`src/rtl/operand_serializer.sv`:
```
// Parallel-to-serial operand transmitter for the serial magnitude comparator (LSB-first).
// Optional feature macro: OPERAND_SERIALIZER_EXPECT_EN adds registered exp_greater/exp_equal/exp_less.
module operand_serializer #(
  parameter int unsigned WIDTH = 8
) (
  input  logic             clk,
  input  logic             reset,
  input  logic             in_valid,
  output logic             in_ready,
  input  logic [WIDTH-1:0] in_a,
  input  logic [WIDTH-1:0] in_b,
  output logic             cmp_clr,
  output logic             ser_a,
  output logic             ser_b,
  output logic             ser_valid,
  output logic             done,
  output logic             busy
`ifdef OPERAND_SERIALIZER_EXPECT_EN
  ,
  output logic             exp_greater,
  output logic             exp_equal,
  output logic             exp_less
`endif
);

  localparam int unsigned CNT_W = $clog2(WIDTH);

  typedef enum logic [1:0] {
    S_IDLE  = 2'd0,
    S_CLR   = 2'd1,
    S_SHIFT = 2'd2,
    S_DONE  = 2'd3
  } state_t;

  state_t           state, state_nx;
  logic [WIDTH-1:0] sh_a, sh_b, sh_a_nx, sh_b_nx;
  logic [CNT_W-1:0] cnt, cnt_nx;
  logic             accept;
  logic             last_bit;
  logic             cmp_clr_nx, ser_a_nx, ser_b_nx, ser_valid_nx, done_nx;

  assign accept   = in_valid && in_ready;
  assign last_bit = (cnt == CNT_W'(WIDTH - 1));

  // State register
  always_ff @(posedge clk or posedge reset) begin
    if (reset) state <= S_IDLE;
    else       state <= state_nx;
  end

  // Next-state logic
  always_comb begin
    state_nx = S_IDLE;
    case (state)
      S_IDLE:  state_nx = accept ? S_CLR : S_IDLE;
      S_CLR:   state_nx = S_SHIFT;
      S_SHIFT: state_nx = last_bit ? S_DONE : S_SHIFT;
      S_DONE:  state_nx = S_IDLE;
      default: state_nx = S_IDLE;
    endcase
  end

  // Shift registers and bit counter; counter saturates at WIDTH-1
  always_comb begin
    sh_a_nx = sh_a;
    sh_b_nx = sh_b;
    cnt_nx  = cnt;
    if (state == S_IDLE && accept) begin
      sh_a_nx = in_a;
      sh_b_nx = in_b;
      cnt_nx  = '0;
    end else if (state == S_SHIFT) begin
      sh_a_nx = sh_a >> 1;
      sh_b_nx = sh_b >> 1;
      if (!last_bit) cnt_nx = cnt + CNT_W'(1);
    end
  end

  // Output logic: handshake flags from state, everything else precomputed for registering
  always_comb begin
    in_ready     = (state == S_IDLE);
    busy         = (state != S_IDLE);
    cmp_clr_nx   = (state_nx == S_CLR);
    ser_valid_nx = (state_nx == S_SHIFT);
    ser_a_nx     = ser_valid_nx && sh_a_nx[0];
    ser_b_nx     = ser_valid_nx && sh_b_nx[0];
    done_nx      = (state_nx == S_DONE);
  end

  always_ff @(posedge clk or posedge reset) begin
    if (reset) begin
      sh_a      <= '0;
      sh_b      <= '0;
      cnt       <= '0;
      cmp_clr   <= 1'b0;
      ser_a     <= 1'b0;
      ser_b     <= 1'b0;
      ser_valid <= 1'b0;
      done      <= 1'b0;
    end else begin
      sh_a      <= sh_a_nx;
      sh_b      <= sh_b_nx;
      cnt       <= cnt_nx;
      cmp_clr   <= cmp_clr_nx;
      ser_a     <= ser_a_nx;
      ser_b     <= ser_b_nx;
      ser_valid <= ser_valid_nx;
      done      <= done_nx;
    end
  end

`ifdef OPERAND_SERIALIZER_EXPECT_EN
  // Reference result captured at accept; resets to the comparator's equal state
  always_ff @(posedge clk or posedge reset) begin
    if (reset) begin
      exp_greater <= 1'b0;
      exp_equal   <= 1'b1;
      exp_less    <= 1'b0;
    end else if (state == S_IDLE && accept) begin
      exp_greater <= (in_a > in_b);
      exp_equal   <= (in_a == in_b);
      exp_less    <= (in_a < in_b);
    end
  end
`endif

endmodule

```
`config.mk`:
```
export PLATFORM = sky130hd
export DESIGN_NAME = operand_serializer
export DESIGN_NICKNAME = d
export VERILOG_FILES = /design/src/rtl/operand_serializer.sv
export SDC_FILE = /design/constraint.sdc
export NUM_CORES = 1
export LEC_CHECK = 0
export BUFFER_PORTS_ARGS = -buffer_cell sky130_fd_sc_hd__buf_2
export CAP_MARGIN = 0
export CORE_MARGIN = 1.5
export CORE_UTILIZATION = 25
export DETAILED_ROUTE_END_ITERATION = 8
export PLACE_DENSITY = 0.48
export SLEW_MARGIN = 15
export SYNTH_ARGS = -nofsm -noshare
export SYNTH_HDL_FRONTEND = slang
export SYNTH_SLANG_ARGS = --single-unit
```
`constraint.sdc`:
```
create_clock -name clk -period 3.4 [get_ports clk]
set_input_delay 0.68 -clock clk [delete_from_list [all_inputs] [get_ports clk]]
set_output_delay 0.68 -clock clk [all_outputs]
set_load 0.05 [all_outputs]
```
==> flow_summary.json <==
{
  "place_congestion": 0.743,
  "hp-start": "cnt[2]$_DFFE_PP0P_",
  "r2r-end": "cnt[1]$_DFFE_PP0P_",
  "syn_nets": 132,
  "p_per_area_nw_per_um2": 983,
  "cellLeakagePower_nw": 0.702,
  "vias_per_cell": 4.35,
  "slowest_stage": "ha_1",
  "comb_power_share_pct": 44.7,
  "swShare_pct": 38.9,
  "grt_pass1_vias": 832,
  "finalHoldViolations": 0,
  "rr_startpoint": "state[0]$_DFF_PP0_",
  "grt_overflow": 0,
  "final.min_clock_period_ps": 1920,
  "cts_buffer_depth": 2,
  "p_int_w": 0.000840,
  "cts_resized": 0,
  "drive_gt1_share_pct": 22.9,
  "outcome": "completed",
  "crit_arrival_ps": 2070,
  "synthToLayoutAreaGrowth_pct": 18.3,
  "root_buffer": "clkbuf_8",
  "cp_slowest_stage_delay_ps": 770,
  "cp_cell_sequence": "inv_1 > ha_1 > and2b_1 > mux2i_1 > nor2_1",
  "nets": 156,
  "h-tree-depth": 1,
  "dieArea_um2": 5140,
  "worstRegToRegCells": 5,
  "setup_viol": 0,
  "num_vias": 796,
  "yosys_warnings": 0,
  "synth.avg_cell_area_um2": 10.9,
  "cp-startpoint": "state[0]$_DFF_PP0_",
  "cts_tree": "yes",
  "wirelength_mm": 2.10,
  "floorplan.initialDensity_pct": 26.5,
  "grt_max_degree": 36,
  "period_share_pct": 56.6,
  "cts.clk_slew.worst_paths_ps": 90,
  "hold_buffers": 0,
  "drv_slew": 0,
  "power_w": 0.00137,
  "min_to": "cnt[2]$_DFFE_PP0P_",
  "p_seq_share_pct": 37.0,
  "multi_input_area_um2": 465,
  "post_cts.repair.setup_buffers": 0,
  "worst-path-buf-inv": 1,
  "insertion_delay_ps": 260,
  "skew_ps": 3.01,
  "dp.final_hpwl_mm": 1.48,
  "portBuffers": 25,
  "worstHoldPathCells": 2,
  "ys_seq_area_share_pct": 55.1,
  "row_count": 24,
  "antenna_found_initial": 0,
  "r2r_slack_ps": 1480,
  "core_area_um2": 4440,
  "die_h_um": 71.7,
  "wl_per_cell_um": 11.5,
  "rsz0062_at_grt": "false",
  "dp_slack_ps": 1430,
  "cp.required_ps": 3550,
  "start_kind": "register",
  "pin_count": 26,
  "drtAntennaViolNets": 0,
  "fillCellCount": 483,
  "ys_ff_latch": 26,
  "drv_cap": 0,
  "ff_latch_area_um2": 651,
  "cp_max_fo": 18,
  "drt-initial-drc-count": 68,
  "grt_pass1_wl_mm": 3.65,
  "grt_use_total_pct": 9.24,
  "vdd_drop_max_mv": 0.217,
  "syn-cell-area_um2": 1180,
  "relSlewSlack_pct": 33.2,
  "synth_cell_type_count": 22,
  "setup_ws_ps": 1480,
  "crit_family": "adder cells",
  "fin_setup_tns_ps": 0,
  "first_pass_iters": 6,
  "whs_ps": 537,
  "max_freq_mhz": 520,
  "power_frac_clock_pct": 18.3,
  "antenna_cells": 0,
  "hp-class": "register to register",
  "chipWidth_um": 71.7,
  "cts_buffers": 3,
  "clock_sinks": 26,
  "cp-end-kind": "register",
  "path_class": "register to register",
  "syn-instance-count": 108,
  "route.detailed.drc": 0,
  "worst_slew_pin_slew_ps": 1000,
  "p_sw_w": 0.000534
}
[final cells by class]
| cell class | count | share of cell area (%) |
|---|---|---|
| clock inverters | 1 | 2.15 |
| flip-flops and latches | 26 | 46.6 |
| multi-input cells | 71 | 33.3 |
| repair buffers | 25 | 8.96 |
| clock buffers | 3 | 2.96 |
| inverters | 5 | 1.34 |
| well taps | 52 | 4.66 |
[layout by cell type (no fill, tap or decap), drive strengths merged]
cell type,count
a21oi,2
and2,2
and2b,1
buf,25
bufinv,1
clkbuf,3
dfrtp,26
ha,5
inv,5
mux2i,16
nand2,19
nand2b,2
nand3,1
nor2,3
nor2b,1
o211ai,1
o21ai,15
or2,2
xnor2,1
[routing by layer]
metal	GRT usage [%]	share of wire (%)	wire length (um)
met3	1.83	2.8	59
met2	16.0	52	1100
met1	10.4	43	907
met4	5.66	1.6	34
met5	0	0	0
[state kept, by name, indices dropped and copies added (netlist names), 2 cells and up]
| signal | cells |
|---|---|
| state | 2 |
| sh_a | 8 |
| sh_b | 8 |
| cnt | 3 |
[Yosys cell counts, drive strengths merged]
cell type	number	share of area, %
o21ai	15	6.4
dfrtp	26	55
nor2	3	0.95
buf	5	3.4
mux2i	16	14
and2b	1	0.64
clkbuf	1	0.42
nand3	1	0.42
xnor2	1	0.74
nand2	19	6.0
and2	2	1.3
or2	2	1.1
o211ai	1	0.64
nand2b	2	1.1
ha	5	5.3
nor2b	1	0.53
a21oi	2	0.85
inv	5	1.6
[logic make-up after synthesis]
group           synth area share, %
xor+xnor                      0.742
flops                          55.1
compound gates                 7.85
fa+ha+maj                      5.30
simple gates                   12.0
mux                            13.6
buf+inv                        5.41
[power by group through the flow]
stage                     Combinational [W]  Clock, W  Sequential, W
final                              0.000614  0.000251       0.000508
after global routing               0.000694  0.000279       0.000524
after CTS                          0.000629  0.000265       0.000511
after detailed placement           0.000626         0       0.000518
after global placement             0.000609         0       0.000511
after floorplan                    0.000476         0       0.000565
[stage by stage]
| stage | util [%] | std cells | instance area [um2] |
|---|---|---|---|
| finish | 31.4 | 183 | 1400 |
| global route | 31.4 | 183 | 1400 |
| CTS | 31.4 | 183 | 1400 |
| detailed placement | 29.8 | 179 | 1330 |
| global placement | 29.8 | 179 | 1330 |
| floorplan | - | 108 | 1180 |
[worst max-delay path by stage]
| stage | end | slack, ps | cells past startpoint |
|---|---|---|---|
| floorplan | busy | 1420 | 3 |
| global placement | cnt[1]$_DFFE_PP0P_ | 1510 | 5 |
| detailed placement | cnt[1]$_DFFE_PP0P_ | 1430 | 5 |
| CTS | cnt[1]$_DFFE_PP0P_ | 1430 | 5 |
| global route | ser_valid$_DFF_PP0_ | 1300 | 5 |
| finish | cnt[1]$_DFFE_PP0P_ | 1480 | 5 |
[tightest hold or removal path, stage by stage, from the launching register on]
cell and delay (ps):
dfrtp_1 360, mux2i_1 70, nor2_1 70
(Power assumes the default switching activity.)
